File: config.mk
export PLATFORM = sky130hd
export DESIGN_NAME = usb_msc_bot_host
export DESIGN_NICKNAME = d
export VERILOG_FILES = /design/src/rtl/usb_msc_bot_host.sv
export SDC_FILE = /design/constraint.sdc
export NUM_CORES = 1
export LEC_CHECK = 0
export ABC_AREA = 1
export CAP_MARGIN = 0
export CORE_UTILIZATION = 60
export DETAILED_ROUTE_END_ITERATION = 8
export DONT_BUFFER_PORTS = 1
export PLACE_DENSITY = 0.76
export SYNTH_ARGS = -nofsm -noshare
export SYNTH_HDL_FRONTEND = slang
export SYNTH_SLANG_ARGS = --single-unit
File: constraint.sdc
create_clock -name clk -period 16.4 [get_ports clk]
set_clock_uncertainty 0.15 [all_clocks]
set_input_delay 3.28 -clock clk [delete_from_list [all_inputs] [get_ports clk]]
set_output_delay 3.28 -clock clk [all_outputs]
set_load 0.02 [all_outputs]
File: src/rtl/usb_msc_bot_host.sv
// USB Mass Storage Bulk-Only-Transport host: serialises the CBW, moves the data
// phase between user streams and the bulk pipes, then collects and checks the CSW.
module usb_msc_bot_host #(
    parameter int MAXPKT     = 64,
    parameter int BLOCK_SIZE = 512
) (
    input  logic        clk,
    input  logic        rst,
    input  logic        cmd_valid,
    output logic        cmd_ready,
    input  logic        cmd_write,
    input  logic [31:0] cmd_lba,
    input  logic [15:0] cmd_len,
    output logic [7:0]  out_data,
    output logic        out_valid,
    output logic        out_last,
    input  logic        out_ready,
    input  logic [7:0]  in_data,
    input  logic        in_valid,
    output logic        in_ready,
    input  logic [7:0]  wr_data,
    input  logic        wr_valid,
    output logic        wr_ready,
    output logic [7:0]  rd_data,
    output logic        rd_valid,
    output logic        done,
    output logic [1:0]  status,
    output logic        busy
);

    localparam int               PKT_W    = (MAXPKT > 1) ? $clog2(MAXPKT) : 1;
    localparam logic [PKT_W-1:0] PKT_END  = PKT_W'(MAXPKT - 1);
    localparam logic [31:0]      CBW_LAST = 32'd30;
    localparam logic [31:0]      CSW_LAST = 32'd12;
    localparam logic [31:0]      CSW_HDR  = 32'd8;
    localparam logic [31:0]      CSW_SIG  = 32'h5342_5355;

    typedef enum logic [2:0] {
        S_IDLE,
        S_CBW,
        S_DATA_OUT,
        S_DATA_IN,
        S_CSW,
        S_DONE
    } state_t;

    state_t           r_state;
    state_t           w_next;

    logic [31:0]      r_tag;
    logic             r_write;
    logic [31:0]      r_lba;
    logic [15:0]      r_len;
    logic [31:0]      r_byte_cnt;
    logic [PKT_W-1:0] r_pkt_cnt;
    logic [63:0]      r_csw_hdr;
    logic [7:0]       r_rd_data;
    logic             r_rd_valid;
    logic [1:0]       r_status;

    logic [31:0]      w_total;
    logic             w_last_data;
    logic [7:0]       w_opcode;
    logic [7:0]       w_cbw_byte;
    logic [1:0]       w_csw_status;

    assign w_total     = 32'(r_len) * 32'(BLOCK_SIZE);
    assign w_last_data = (r_byte_cnt == w_total - 32'd1);
    assign w_opcode    = r_write ? 8'h2A : 8'h28;

    assign rd_data  = r_rd_data;
    assign rd_valid = r_rd_valid;
    assign status   = r_status;

    // CBW layout: signature, tag (LE), transfer length (LE), flags, LUN, CB length, then the 10-byte CDB.
    always_comb begin
        w_cbw_byte = 8'h00;
        case (r_byte_cnt[4:0])
            5'd0:  w_cbw_byte = 8'h55;
            5'd1:  w_cbw_byte = 8'h53;
            5'd2:  w_cbw_byte = 8'h42;
            5'd3:  w_cbw_byte = 8'h43;
            5'd4:  w_cbw_byte = r_tag[7:0];
            5'd5:  w_cbw_byte = r_tag[15:8];
            5'd6:  w_cbw_byte = r_tag[23:16];
            5'd7:  w_cbw_byte = r_tag[31:24];
            5'd8:  w_cbw_byte = w_total[7:0];
            5'd9:  w_cbw_byte = w_total[15:8];
            5'd10: w_cbw_byte = w_total[23:16];
            5'd11: w_cbw_byte = w_total[31:24];
            5'd12: w_cbw_byte = r_write ? 8'h00 : 8'h80;
            5'd14: w_cbw_byte = 8'h0A;
            5'd15: w_cbw_byte = w_opcode;
            5'd17: w_cbw_byte = r_lba[31:24];
            5'd18: w_cbw_byte = r_lba[23:16];
            5'd19: w_cbw_byte = r_lba[15:8];
            5'd20: w_cbw_byte = r_lba[7:0];
            5'd22: w_cbw_byte = r_len[15:8];
            5'd23: w_cbw_byte = r_len[7:0];
            default: w_cbw_byte = 8'h00;
        endcase
    end

    // The status byte is evaluated as it arrives, so the verdict is ready on the 13th byte.
    always_comb begin
        if (r_csw_hdr[31:0] != CSW_SIG || r_csw_hdr[63:32] != r_tag)
            w_csw_status = 2'd2;
        else if (in_data == 8'h02)
            w_csw_status = 2'd2;
        else if (in_data != 8'h00)
            w_csw_status = 2'd1;
        else
            w_csw_status = 2'd0;
    end

    // NOTE: state and datapath registers use non-blocking assignments so every
    // flop samples the pre-edge values regardless of statement order.
    always_ff @(posedge clk or posedge rst) begin
        if (rst)
            r_state <= S_IDLE;
        else
            r_state <= w_next;
    end

    // NOTE: every combinational output gets a default before the case, so no
    // path through the block leaves a signal unassigned and infers a latch.
    always_comb begin
        w_next    = r_state;
        cmd_ready = 1'b0;
        out_valid = 1'b0;
        out_data  = 8'h00;
        out_last  = 1'b0;
        in_ready  = 1'b0;
        wr_ready  = 1'b0;
        done      = 1'b0;
        busy      = (r_state != S_IDLE);
        case (r_state)
            S_IDLE: begin
                cmd_ready = 1'b1;
                if (cmd_valid)
                    w_next = S_CBW;
            end
            S_CBW: begin
                out_valid = 1'b1;
                out_data  = w_cbw_byte;
                out_last  = (r_byte_cnt == CBW_LAST);
                if (out_ready && r_byte_cnt == CBW_LAST) begin
                    if (r_len == 16'd0)
                        w_next = S_CSW;
                    else if (r_write)
                        w_next = S_DATA_OUT;
                    else
                        w_next = S_DATA_IN;
                end
            end
            S_DATA_OUT: begin
                out_valid = wr_valid;
                out_data  = wr_data;
                out_last  = (r_pkt_cnt == PKT_END) || w_last_data;
                wr_ready  = out_ready;
                if (wr_valid && out_ready && w_last_data)
                    w_next = S_CSW;
            end
            S_DATA_IN: begin
                in_ready = 1'b1;
                if (in_valid && w_last_data)
                    w_next = S_CSW;
            end
            S_CSW: begin
                in_ready = 1'b1;
                if (in_valid && r_byte_cnt == CSW_LAST)
                    w_next = S_DONE;
            end
            S_DONE: begin
                done   = 1'b1;
                w_next = S_IDLE;
            end
            default: w_next = S_IDLE;
        endcase
    end

    always_ff @(posedge clk or posedge rst) begin
        if (rst) begin
            r_tag      <= 32'd1;
            r_write    <= 1'b0;
            r_lba      <= 32'd0;
            r_len      <= 16'd0;
            r_byte_cnt <= 32'd0;
            r_pkt_cnt  <= '0;
            r_csw_hdr  <= 64'd0;
            r_rd_data  <= 8'h00;
            r_rd_valid <= 1'b0;
            r_status   <= 2'd0;
        end else begin
            r_rd_valid <= 1'b0;
            case (r_state)
                S_IDLE: begin
                    if (cmd_valid) begin
                        r_write    <= cmd_write;
                        r_lba      <= cmd_lba;
                        r_len      <= cmd_len;
                        r_byte_cnt <= 32'd0;
                        r_pkt_cnt  <= '0;
                    end
                end
                S_CBW: begin
                    if (out_ready) begin
                        if (r_byte_cnt == CBW_LAST) begin
                            r_byte_cnt <= 32'd0;
                            r_pkt_cnt  <= '0;
                        end else begin
                            r_byte_cnt <= r_byte_cnt + 32'd1;
                        end
                    end
                end
                S_DATA_OUT: begin
                    if (wr_valid && out_ready) begin
                        r_pkt_cnt  <= r_pkt_cnt + 1'b1;
                        r_byte_cnt <= w_last_data ? 32'd0 : r_byte_cnt + 32'd1;
                    end
                end
                S_DATA_IN: begin
                    if (in_valid) begin
                        r_rd_data  <= in_data;
                        r_rd_valid <= 1'b1;
                        r_pkt_cnt  <= r_pkt_cnt + 1'b1;
                        r_byte_cnt <= w_last_data ? 32'd0 : r_byte_cnt + 32'd1;
                    end
                end
                S_CSW: begin
                    if (in_valid) begin
                        // Only signature and tag are kept; residue bytes are not checked.
                        if (r_byte_cnt < CSW_HDR)
                            r_csw_hdr <= {in_data, r_csw_hdr[63:8]};
                        if (r_byte_cnt == CSW_LAST) begin
                            r_status   <= w_csw_status;
                            r_byte_cnt <= 32'd0;
                        end else begin
                            r_byte_cnt <= r_byte_cnt + 32'd1;
                        end
                    end
                end
                S_DONE: r_tag <= r_tag + 32'd1;
                default: ;
            endcase
        end
    end

endmodule

==> flow_metrics.py <==
metrics = {
    "logic_synthesis": {
        "netlist_area_sq_um": 11340,
        "synth_cell_types": 53,
        "synth_nets": 1526,
        "ys.flop_type": "dfrtp_1",
        "synthCells": 1447,
        "yosys_warnings": 0,
        "synth_compound_area_share_pct": 8.936,
        "ys_seq_area_share_pct": 43.48,
        "ys_seq_elements": 197,
        "muxShareOfSynthArea_pct": 3.277,
        "synth_top_family_by_area": "simple AND/OR/NAND/NOR gates",
        "synth_edf_count": 0,
        "syn_area_per_cell_sq_um": 7.838,
        "synth_top_area_share_pct": 43.25,
        "yosys.area_share.adder_pct": 0.8826,
        "synthSimpleGateAreaFrac_pct": 28.34,
        "synthXorXnorAreaFrac_pct": 5.759,
        "synthTopCellsByArea": "dfrtp_1, nand2_1, inv_1, xor2_1, nor2_1",
        "synth_area_leader_cell": "dfrtp_1",
        "synth-async-reset-ratio_pct": 100.0,
    },
    "power_and_ir_drop": {
        "vdd_drop_max_mv": 0.1297,
        "switching_share_pct": 41.91,
        "internal_power_mw": 1.044,
        "p_leak_nw": 5.890,
        "p_comb_share_pct": 33.2,
        "power_density_nw_per_um2": 149.1,
        "p_sw_mw": 0.7528,
        "seqPwrFrac_pct": 42.6,
        "clkPwrFrac_pct": 24.2,
    },
    "cells_and_area": {
        "nFillCells": 1570,
        "diodes": 0,
        "multiInputGateArea_sq_um": 5366,
        "seq_area_sq_um": 4931,
        "drive_gt1_share_pct": 9.388,
        "fin_nets": 1504,
        "area_delta_synth_final_pct": 6.211,
    },
    "floorplanning": {
        "fp.dieH_um": 139.5,
        "die_area_sq_um": 19450,
        "initial_core_util_pct": 62.07,
        "ios": 97,
        "core_sq_um": 18270,
        "die_x_um": 139.5,
        "fp-row-count": 49,
    },
    "clock_tree": {
        "cts_setup_buffers": 0,
        "hold_buffers": 0,
        "cts_tree": "yes",
        "clkSlewWorstSetupHoldPaths_ns": 0.08,
        "cts_buffers": 17,
        "postCtsResizedCells": 0,
        "clock_latency_ns": 0.44,
        "cts_buffer_depth": 2,
        "clockRootBuffer": "clkbuf_16",
        "cts.sinks": 197,
        "htree_num_levels": 4,
    },
    "setup_path": {
        "critPathArrivalTime_ns": 3.81,
        "cp_slowest_cell": "o21ai_0",
        "worst-endpoint-required_ns": 12.97,
        "cp_top_family": "compound AO/OA/AOI/OAI gates",
        "start_kind": "input pin",
        "crit_fanout": 2,
        "startpoint": "wr_valid",
        "setup.worst_path.end_class": "output pin",
        "r2r-start": "r_state[1]",
        "cpPeakStageDelay_ns": 0.51,
        "crit_chain": "inv_1 -> o21ai_0",
        "worstSetupPathType": "input pin to output pin",
        "crit_buf_inv": 1,
    },
    "timing": {
        "max_slew_margin_pct": 25.18,
        "slew_violations": 0,
        "fin_crit_ns": 7.236,
        "tightest_slew_ns": 1.120,
        "timing.final.ws_setup_ns": 9.164,
        "setup_tns_ns": 0,
        "final_hold_viol_count": 0,
        "rsz0062_at_grt": "no",
        "setup_viol": 0,
        "fmax_mhz": 138.2,
        "post-route-period-util_pct": 44.12,
    },
    "routing": {
        "drt_pass1_iterations": 5,
        "avgViaCountPerCell": 5.807,
        "vias": 9680,
        "drt_iter0_markers": 932,
        "wire_per_inst_um": 17.01,
        "wl_um": 28360,
        "ant_nets": 0,
        "drcViolationCount": 0,
    },
    "place": {
        "hpwl_um": 20790,
        "place_ws_ns": 9.171,
        "portBuffers": 0,
        "place.gp.congestion": 0.9806,
    },
    "min_path": {
        "min_from": "r_csw_hdr[19]",
        "hold_class": "register to register",
    },
    "status": {
        "status": "complete, no violations",
    },
    "global_route": {
        "grt_pass1_wl_um": 47220,
        "grt_overflow": 0,
        "grt_antenna_before_repair": 0,
        "grt_util_all_layers_pct": 30.89,
        "grt_use_met1_pct": 43.21,
        "busiest_layer": "met2",
        "met2_usage_pct": 48.06,
        "grt_pass1_vias": 9315,
        "grt_use_met3_pct": 5.816,
        "grt_max_degree": 127,
    },
    "flow_run": {
        "maxCapViolCount": 0,
    },
}
-- final timing paths --
kind                            slack (ns)             end  cells past startpoint
worst max register to register       12.72  r_byte_cnt[28]                     11
worst min-delay path                  0.34   r_csw_hdr[19]                      2
worst min register to register        0.34   r_csw_hdr[19]                      2
min in group asynchronous             2.67       r_len[11]                      1
max in group asynchronous            11.99       r_lba[29]                      2
worst max-delay path                  9.16       out_valid                      2
-- power by group through the flow --
stage          Clock, mW  Combinational, mW  Sequential, mW
3_3_place_gp           0              0.571           0.766
3_5_place_dp           0              0.589           0.770
4_1_cts            0.440              0.592           0.762
2_1_floorplan          0              0.488           0.730
5_1_grt            0.458              0.670           0.784
6_report           0.435              0.596           0.764
-- layer usage --
layer	wire [um]	vias to the layer above
met5	0	-
met4	702	0
met3	2309	62
met2	12700	430
met1	12650	4552
li1	-	4636
-- cells in the final DEF (no fill, tap or decap), types with 7 or more instances in the layout --
cell	Yosys	routed
a21oi_1	48	47
inv_2	8	8
inv_1	209	208
o22ai_1	24	24
nand3_1	77	77
o21ai_0	75	75
ha_1	8	8
o21ai_1	7	7
mux2_2	33	33
xor2_1	62	62
nor3_1	25	25
nor2_1	127	127
dfrtp_1	196	196
xnor2_1	10	10
nor4_1	23	23
nor2_2	8	8
nand4_1	37	37
nand2_1	349	348
clkbuf_16	0	17
nand3_2	25	25
-- cell usage after synthesis, types with 23 or more instances --
library cell    n
mux2_2         33
nor4_1         23
nand3_1        77
o21ai_0        75
nand3_2        25
o22ai_1        24
nor2_1        127
xor2_1         62
inv_1         209
nand4_1        37
nor3_1         25
dfrtp_1       196
nand2_1       349
a21oi_1        48
-- logic make-up (layout without fill, tap and decap cells) --
family,count (synthesis),in the layout
multiplexers,33,33
adder cells (fa/ha/maj),8,8
flip-flops,197,197
XOR/XNOR,73,73
buffers and inverters,263,254
AND/OR/NAND/NOR,695,695
AO/OA/AOI/OAI,178,178
-- stage by stage --
stage / cell area, sq um / total power, mW / hold slack, ns / util [%] / cells
6_report: 12050 / 1.796 / 0.3381 / 65.93 / 1667
5_1_grt: 12050 / 1.912 / 0.3587 / 65.93 / 1667
4_1_cts: 12050 / 1.793 / 0.3432 / 65.93 / 1667
3_5_place_dp: 11440 / 1.358 / 0.3230 / 62.59 / 1635
3_3_place_gp: 11440 / 1.336 / 0.3161 / 62.59 / 1635
2_1_floorplan: 11340 / 1.218 / 0.3030 / - / 1447
-- registers in the layout, summed over array words and instances (netlist names) --
| register | flops |
|---|---|
| rd_valid | 1 |
| rd_data | 8 |
| status | 2 |
| r_lba | 32 |
| r_tag | 32 |
| r_state | 3 |
| r_pkt_cnt | 6 |
| r_write | 1 |
| r_byte_cnt | 32 |
| r_csw_hdr | 64 |
| r_len | 16 |
-- worst reg2reg max path, delay by kind of cell, from the launching register on --
kind | cells | cell delay [ns]
flip-flops | 1 | 0.41
AO/OA/AOI/OAI | 2 | 0.37
buffers and inverters | 3 | 1.33
AND/OR/NAND/NOR | 6 | 1.34
-- area by class of cell --
type	count	area share, %
inverters	219	6.887
repair buffers	3	0.1870
well taps	229	2.379
clock inverters	14	1.496
clock buffers	18	3.563
flip-flops and latches	197	40.94
multi-input cells	987	44.55
Power figures use the tool's default switching activity.
